### config.mk
export PLATFORM = sky130hd
export DESIGN_NAME = coef_fetch_eval
export DESIGN_NICKNAME = d
export VERILOG_FILES = /design/src/rtl/coef_fetch_eval.sv
export SDC_FILE = /design/constraint.sdc
export NUM_CORES = 2
export LEC_CHECK = 0
export CORE_MARGIN = 4
export CORE_UTILIZATION = 45
export CTS_CLUSTER_DIAMETER = 120
export DETAILED_ROUTE_END_ITERATION = 10
export PLACE_DENSITY = 0.61
export RECOVER_POWER = 50
export SYNTH_ARGS = -nofsm -noshare
export SYNTH_HDL_FRONTEND = slang
export SYNTH_SLANG_ARGS = --single-unit
### constraint.sdc
create_clock -name clk -period 16 [get_ports clk]
set_input_delay 1.6 -clock clk [delete_from_list [all_inputs] [get_ports clk]]
set_output_delay 1.6 -clock clk [all_outputs]
set_load 0.02 [all_outputs]
### src/rtl/coef_fetch_eval.sv
// Coefficient ROM initiator: segments a Q0.XW sample by leading zeros and evaluates (C2*xr + C1)*xr + C0.
// Result is valid 4 cycles after accept; it is held in DONE until out_ready, and no new sample is taken meanwhile.
module coef_fetch_eval #(
  parameter int XW   = 16,
  parameter int NSEG = 10,
  parameter int FRAC = XW - 1
) (
  input  logic          clk,
  input  logic          rst,
  input  logic [XW-1:0] x_in,
  input  logic          in_valid,
  output logic          in_ready,
  output logic [6:0]    address,
  output logic          read_en,
  input  logic [17:0]   Coef2,
  input  logic [17:0]   Coef1,
  input  logic [20:0]   Coef0,
  output logic [20:0]   y_out,
  output logic          out_valid,
  input  logic          out_ready
);

  localparam int LZW = $clog2(XW + 1);
  localparam int P1W = 18 + XW;
  localparam int P2W = 20 + XW;
  localparam logic signed [23:0] Y_MAX = 24'sd1048575;
  localparam logic signed [23:0] Y_MIN = -24'sd1048576;

  typedef enum logic [2:0] {IDLE, FETCH, CAPT, MUL1, MUL2, DONE} state_t;
  state_t state, state_nxt;

  logic [LZW-1:0]           lzc, lz;
  logic [6:0]               addr_d, addr_q;
  logic [FRAC-1:0]          xr_d, xr_q;
  logic signed [17:0]       c2_q, c1_q;
  logic signed [20:0]       c0_q;
  logic signed [XW-1:0]     xr_ext;
  logic signed [P1W-1:0]    p1;
  logic signed [P2W-1:0]    p2;
  logic signed [19:0]       s1_d, s1_q;
  logic signed [23:0]       acc;
  logic signed [20:0]       y_sat, y_q;

  // Segment derivation; the shift count is capped so the last segment absorbs all small samples.
  always_comb begin
    lzc = LZW'(XW);
    for (int i = 0; i < XW; i++) begin
      if (x_in[i]) lzc = LZW'(XW - 1 - i);
    end
    lz     = (lzc > LZW'(NSEG - 1)) ? LZW'(NSEG - 1) : lzc;
    xr_d   = FRAC'(x_in << lz);
    addr_d = 7'(lz) + 7'd1;
  end

  // Horner datapath; the size casts sign-extend the operands before multiplying.
  always_comb begin
    xr_ext = $signed({1'b0, xr_q});
    p1     = P1W'(c2_q) * P1W'(xr_ext);
    s1_d   = 20'(p1 >>> FRAC) + 20'(c1_q);
    p2     = P2W'(s1_q) * P2W'(xr_ext);
    acc    = 24'(p2 >>> FRAC) + 24'(c0_q);
    if (acc > Y_MAX)      y_sat = 21'h0FFFFF;
    else if (acc < Y_MIN) y_sat = 21'h100000;
    else                  y_sat = acc[20:0];
  end

  always_ff @(posedge clk) begin
    if (rst) state <= IDLE;
    else     state <= state_nxt;
  end

  always_comb begin
    state_nxt = state;
    in_ready  = 1'b0;
    read_en   = 1'b0;
    address   = '0;
    out_valid = 1'b0;
    case (state)
      IDLE: begin
        in_ready = 1'b1;
        if (in_valid) state_nxt = FETCH;
      end
      FETCH: begin
        read_en   = 1'b1;
        address   = addr_q;
        state_nxt = CAPT;
      end
      CAPT: state_nxt = MUL1;
      MUL1: state_nxt = MUL2;
      MUL2: state_nxt = DONE;
      DONE: begin
        out_valid = 1'b1;
        if (out_ready) state_nxt = IDLE;
      end
      default: state_nxt = IDLE;
    endcase
  end

  // The ROM is combinational, so its words are captured on the edge that leaves FETCH.
  always_ff @(posedge clk) begin
    if (rst) begin
      addr_q <= '0;
      xr_q   <= '0;
      c2_q   <= '0;
      c1_q   <= '0;
      c0_q   <= '0;
      s1_q   <= '0;
      y_q    <= '0;
    end else begin
      case (state)
        IDLE: if (in_valid) begin
          addr_q <= addr_d;
          xr_q   <= xr_d;
        end
        FETCH: begin
          c2_q <= $signed(Coef2);
          c1_q <= $signed(Coef1);
          c0_q <= $signed(Coef0);
        end
        MUL1:    s1_q <= s1_d;
        MUL2:    y_q  <= y_sat;
        default: ;
      endcase
    end
  end

  assign y_out = y_q;

endmodule

==> results.sh <==
export IMPL_status="complete, but fails checks"
export IMPL_failed_checks="max-capacitance violations, max-slew violations"
export IMPL_cp_depth=34
export IMPL_crit_fanout=20
export IMPL_antenna_found_initial=0
export IMPL_setup_viol=0
export IMPL_critPathTopFamily="adder cells"
export IMPL_clock_latency_ps=440
export IMPL_period_needed_ps=10190
export IMPL_finalNonFillerCells=3933
export IMPL_grt_pass1_vias=22200
export IMPL_syn2layout_area_growth_pct=8.17
export IMPL_num_rows=90
export IMPL_dieWidth_um=255
export IMPL_crit_end="y_out[9]"
export IMPL_start_kind="register"
export IMPL_met1_length_mm=31.8
export IMPL_drv_slew=162
export IMPL_place_hpwl_mm=55.1
export IMPL_crit_start="xr_q[8]"
export IMPL_fin_ws_ps=5810
export IMPL_drtIter0Drc=1066
export IMPL_hold_viol_final=0
export IMPL_criticalPathCategory="register to register"
export IMPL_p_sw_uw=579
export IMPL_synth_area_mm2=0.0274
export IMPL_cp_arrival_ps=10550
export IMPL_synth_largest_area_cell="fa_1"
export IMPL_routedWlPerCell_um=17.5
export IMPL_crit_path_top_delay_cell="dfxtp_1"
export IMPL_core_area_mm2=0.0604
export IMPL_async_reset_ff_share_pct=0
export IMPL_combPwrFrac_pct=43.0
export IMPL_cts_sinks=122
export IMPL_end_kind="register"
export IMPL_cts_clk_slew_worst_paths_ps=60
export IMPL_whs_ps=461
export IMPL_synth_nets=3996
export IMPL_io_buffers=106
export IMPL_postCtsResizedCells=0
export IMPL_r2r_end="y_out[9]"
export IMPL_power_frac_seq_pct=27.6
export IMPL_max_slew_margin_rel_pct=-198
export IMPL_hold_buffers=0
export IMPL_synth_warning_count=0
export IMPL_die_y_um=255
export IMPL_postSynthAreaPerCell_um2=8.75
export IMPL_internal_power_uw=801
export IMPL_ys_seq_elements=122
export IMPL_wl_met2_mm=32.0
export IMPL_crit_required_ps=16360
export IMPL_grt_overflow=0
export IMPL_drv_cap=2
export IMPL_post_place_ws_ps=5960
export IMPL_place_inst=3901
export IMPL_grtUsageTotal_pct=22.2
export IMPL_netSwitchingFraction_pct=42.0
export IMPL_dr_wl_met3_mm=3.76
export IMPL_htree_levels=4
export IMPL_root_buffer="clkbuf_16"
export IMPL_grt_max_degree=97
export IMPL_routed_wl_mm=68.7
export IMPL_gp_congestion=0.875
export IMPL_leakage_nw=14.3
export IMPL_rsz0062_at_grt="no"
export IMPL_synth_distinct_cells=72
export IMPL_irDropWorstVdd_mv=0.0806
export IMPL_finalSetupTns_ps=0
export IMPL_synth_edf_count=0
export IMPL_start_util_pct=45.5
export IMPL_regToRegSetupSlack_ps=5810
export IMPL_power_density_mw_per_mm2=46.5
export IMPL_power_mw=1.38
export IMPL_via_per_inst=5.19
export IMPL_drtAntennaViolNets=0
export IMPL_routed_top_layer="met4"
export IMPL_grt_first_pass_wirelength_mm=116
export IMPL_synth_sequential_area_ratio_pct=8.90
export IMPL_fin_nets=4000
export IMPL_timing_final_crit_share_pct=63.7
export IMPL_num_antenna_cells=0
export IMPL_cp_buffers_inverters=6
export IMPL_hold_path_class="register to register"
export IMPL_crit_top_cell="fa_1"
export IMPL_ioPinCount=108
export IMPL_slowest_delay_ps=1000
export IMPL_drc_errors=0
export IMPL_vias=20400
export IMPL_clkPwrFrac_pct=29.4
export IMPL_post_cts_buffers=0
export IMPL_maxClockFrequency_ghz=0.0981
export IMPL_r2r_start="xr_q[8]"
export IMPL_synth_top_area_share_pct=41.6
export IMPL_skew_ps=11.7
export IMPL_die_area_mm2=0.0650
export IMPL_synth_area_leaders="fa_1, ha_1, dfxtp_1, inv_1, nand2_1"
export IMPL_first_pass_iters=6
export IMPL_tightest_slew_ps=4480
export IMPL_cts_buffer_depth=2
export IMPL_synthCells=3134
export IMPL_cts_tree="built"
export IMPL_synthFlopType="dfxtp_1"
export IMPL_drive_gt1_share_pct=2.60
export IMPL_reg2regPathDepth=34
export IMPL_numCtsBuffers=17
## cell usage in the layout (no fill, tap or decap), types with 7 or more instances in the layout
cell	synthesis	routed
clkdlybuf4s50_1	0	91
xor2_1	22	22
xnor2_1	57	57
a21o_1	23	23
dfxtp_1	122	122
nor2b_1	9	9
and2_1	293	293
clkbuf_16	0	17
ha_1	215	215
a211o_1	8	8
fa_1	570	570
o21a_1	17	17
nand3_1	12	12
nor2_1	93	93
nand2b_1	11	11
mux2_2	7	7
a211oi_1	33	33
o21ai_0	47	47
mux2i_1	21	21
a31oi_1	7	7
inv_1	650	651
nor3_1	20	19
nand2_1	489	489
dlygate4sd3_1	0	14
o31ai_1	9	9
buf_4	3	21
a21oi_1	156	156
nand4_1	7	7
## flip-flops by register name, indices dropped and copies added (netlist names)
name    flops
xr_q       15
s1_q       20
state       3
c2_q       18
c0_q       21
addr_q      6
c1_q       18
y_out      21
## power groups by stage
stage,Clock (mW),Sequential [mW],Combinational (mW)
6_report,0.405,0.381,0.594
5_1_grt,0.423,0.385,0.670
4_1_cts,0.410,0.380,0.596
3_5_place_dp,0,0.387,0.589
3_3_place_gp,0,0.385,0.577
2_1_floorplan,0,0.346,0.438
## per-layer routing
metal / global-route usage, % / vias to the layer above
met5: 0 / -
met4: 4.57 / 0
met3: 3.36 / 72
met2: 36.1 / 546
met1: 32.1 / 10300
li1: - / 9474
## tightest hold or removal path: cells and delay by family, from the launching register on
family / cells / cell delay [ps]
DFF: 1 / 310
AOI/OAI and AO/OA: 1 / 50
and+or+nand+nor: 1 / 50
## worst min-delay path by stage
stage,from,to,slack (ps),cells after the start
floorplan,addr_q[0],addr_q[0],430,2
global placement,y_out[12],y_out[12],440,2
detailed placement,addr_q[0],addr_q[0],450,2
CTS,c1_q[4],c1_q[4],470,2
global route,c1_q[16],c1_q[16],490,2
finish,c0_q[19],c0_q[19],460,2
## cell usage after synthesis, types with 3 or more instances
cell type	count
inv_1	650
fa_1	570
nand2_1	489
and2_1	293
ha_1	215
a21oi_1	156
clkbuf_1	137
dfxtp_1	122
nor2_1	93
xnor2_1	57
o21ai_0	47
a211oi_1	33
a21o_1	23
xor2_1	22
mux2i_1	21
nor3_1	20
o21a_1	17
nand3_1	12
nand2b_1	11
nor2b_1	9
o31ai_1	9
a211o_1	8
a31oi_1	7
mux2_2	7
nand4_1	7
a22oi_1	6
a32oi_1	6
o21bai_1	6
or2_2	6
or3_1	6
a221oi_1	4
nor4_1	4
and3_1	3
buf_2	3
buf_4	3
nand3b_1	3
nor3b_1	3
o211ai_1	3
o31a_1	3
## cells by family (layout without fill, tap and decap cells)
group,count (synthesis),after routing,share of synthesized area (%)
buf+inv,795,812,11.0
mux,29,29,1.14
xor+xnor,79,79,2.52
fa+ha+maj,785,785,51.4
simple gates,969,969,16.8
other cells,1,1,0.0137
flops,122,122,8.90
compound gates,354,354,8.24
## final cells by class
class                      instances  area [µm²]
inverter                         651        2440
timing repair buffer             129        1220
tap                              782         978
multi-input combinational       2217       22000
clock inverter                    15         175
fill                            5756       30700
sequential                       122        2440
clock buffer                      17         425
## metrics by stage
stage | cell area (µm²) | utilization (%)
2_1_floorplan | 27400 | -
3_3_place_gp | 29100 | 48.2
3_5_place_dp | 29100 | 48.2
4_1_cts | 29700 | 49.2
5_1_grt | 29700 | 49.2
6_report | 29700 | 49.2
(Power assumes the default switching activity.)
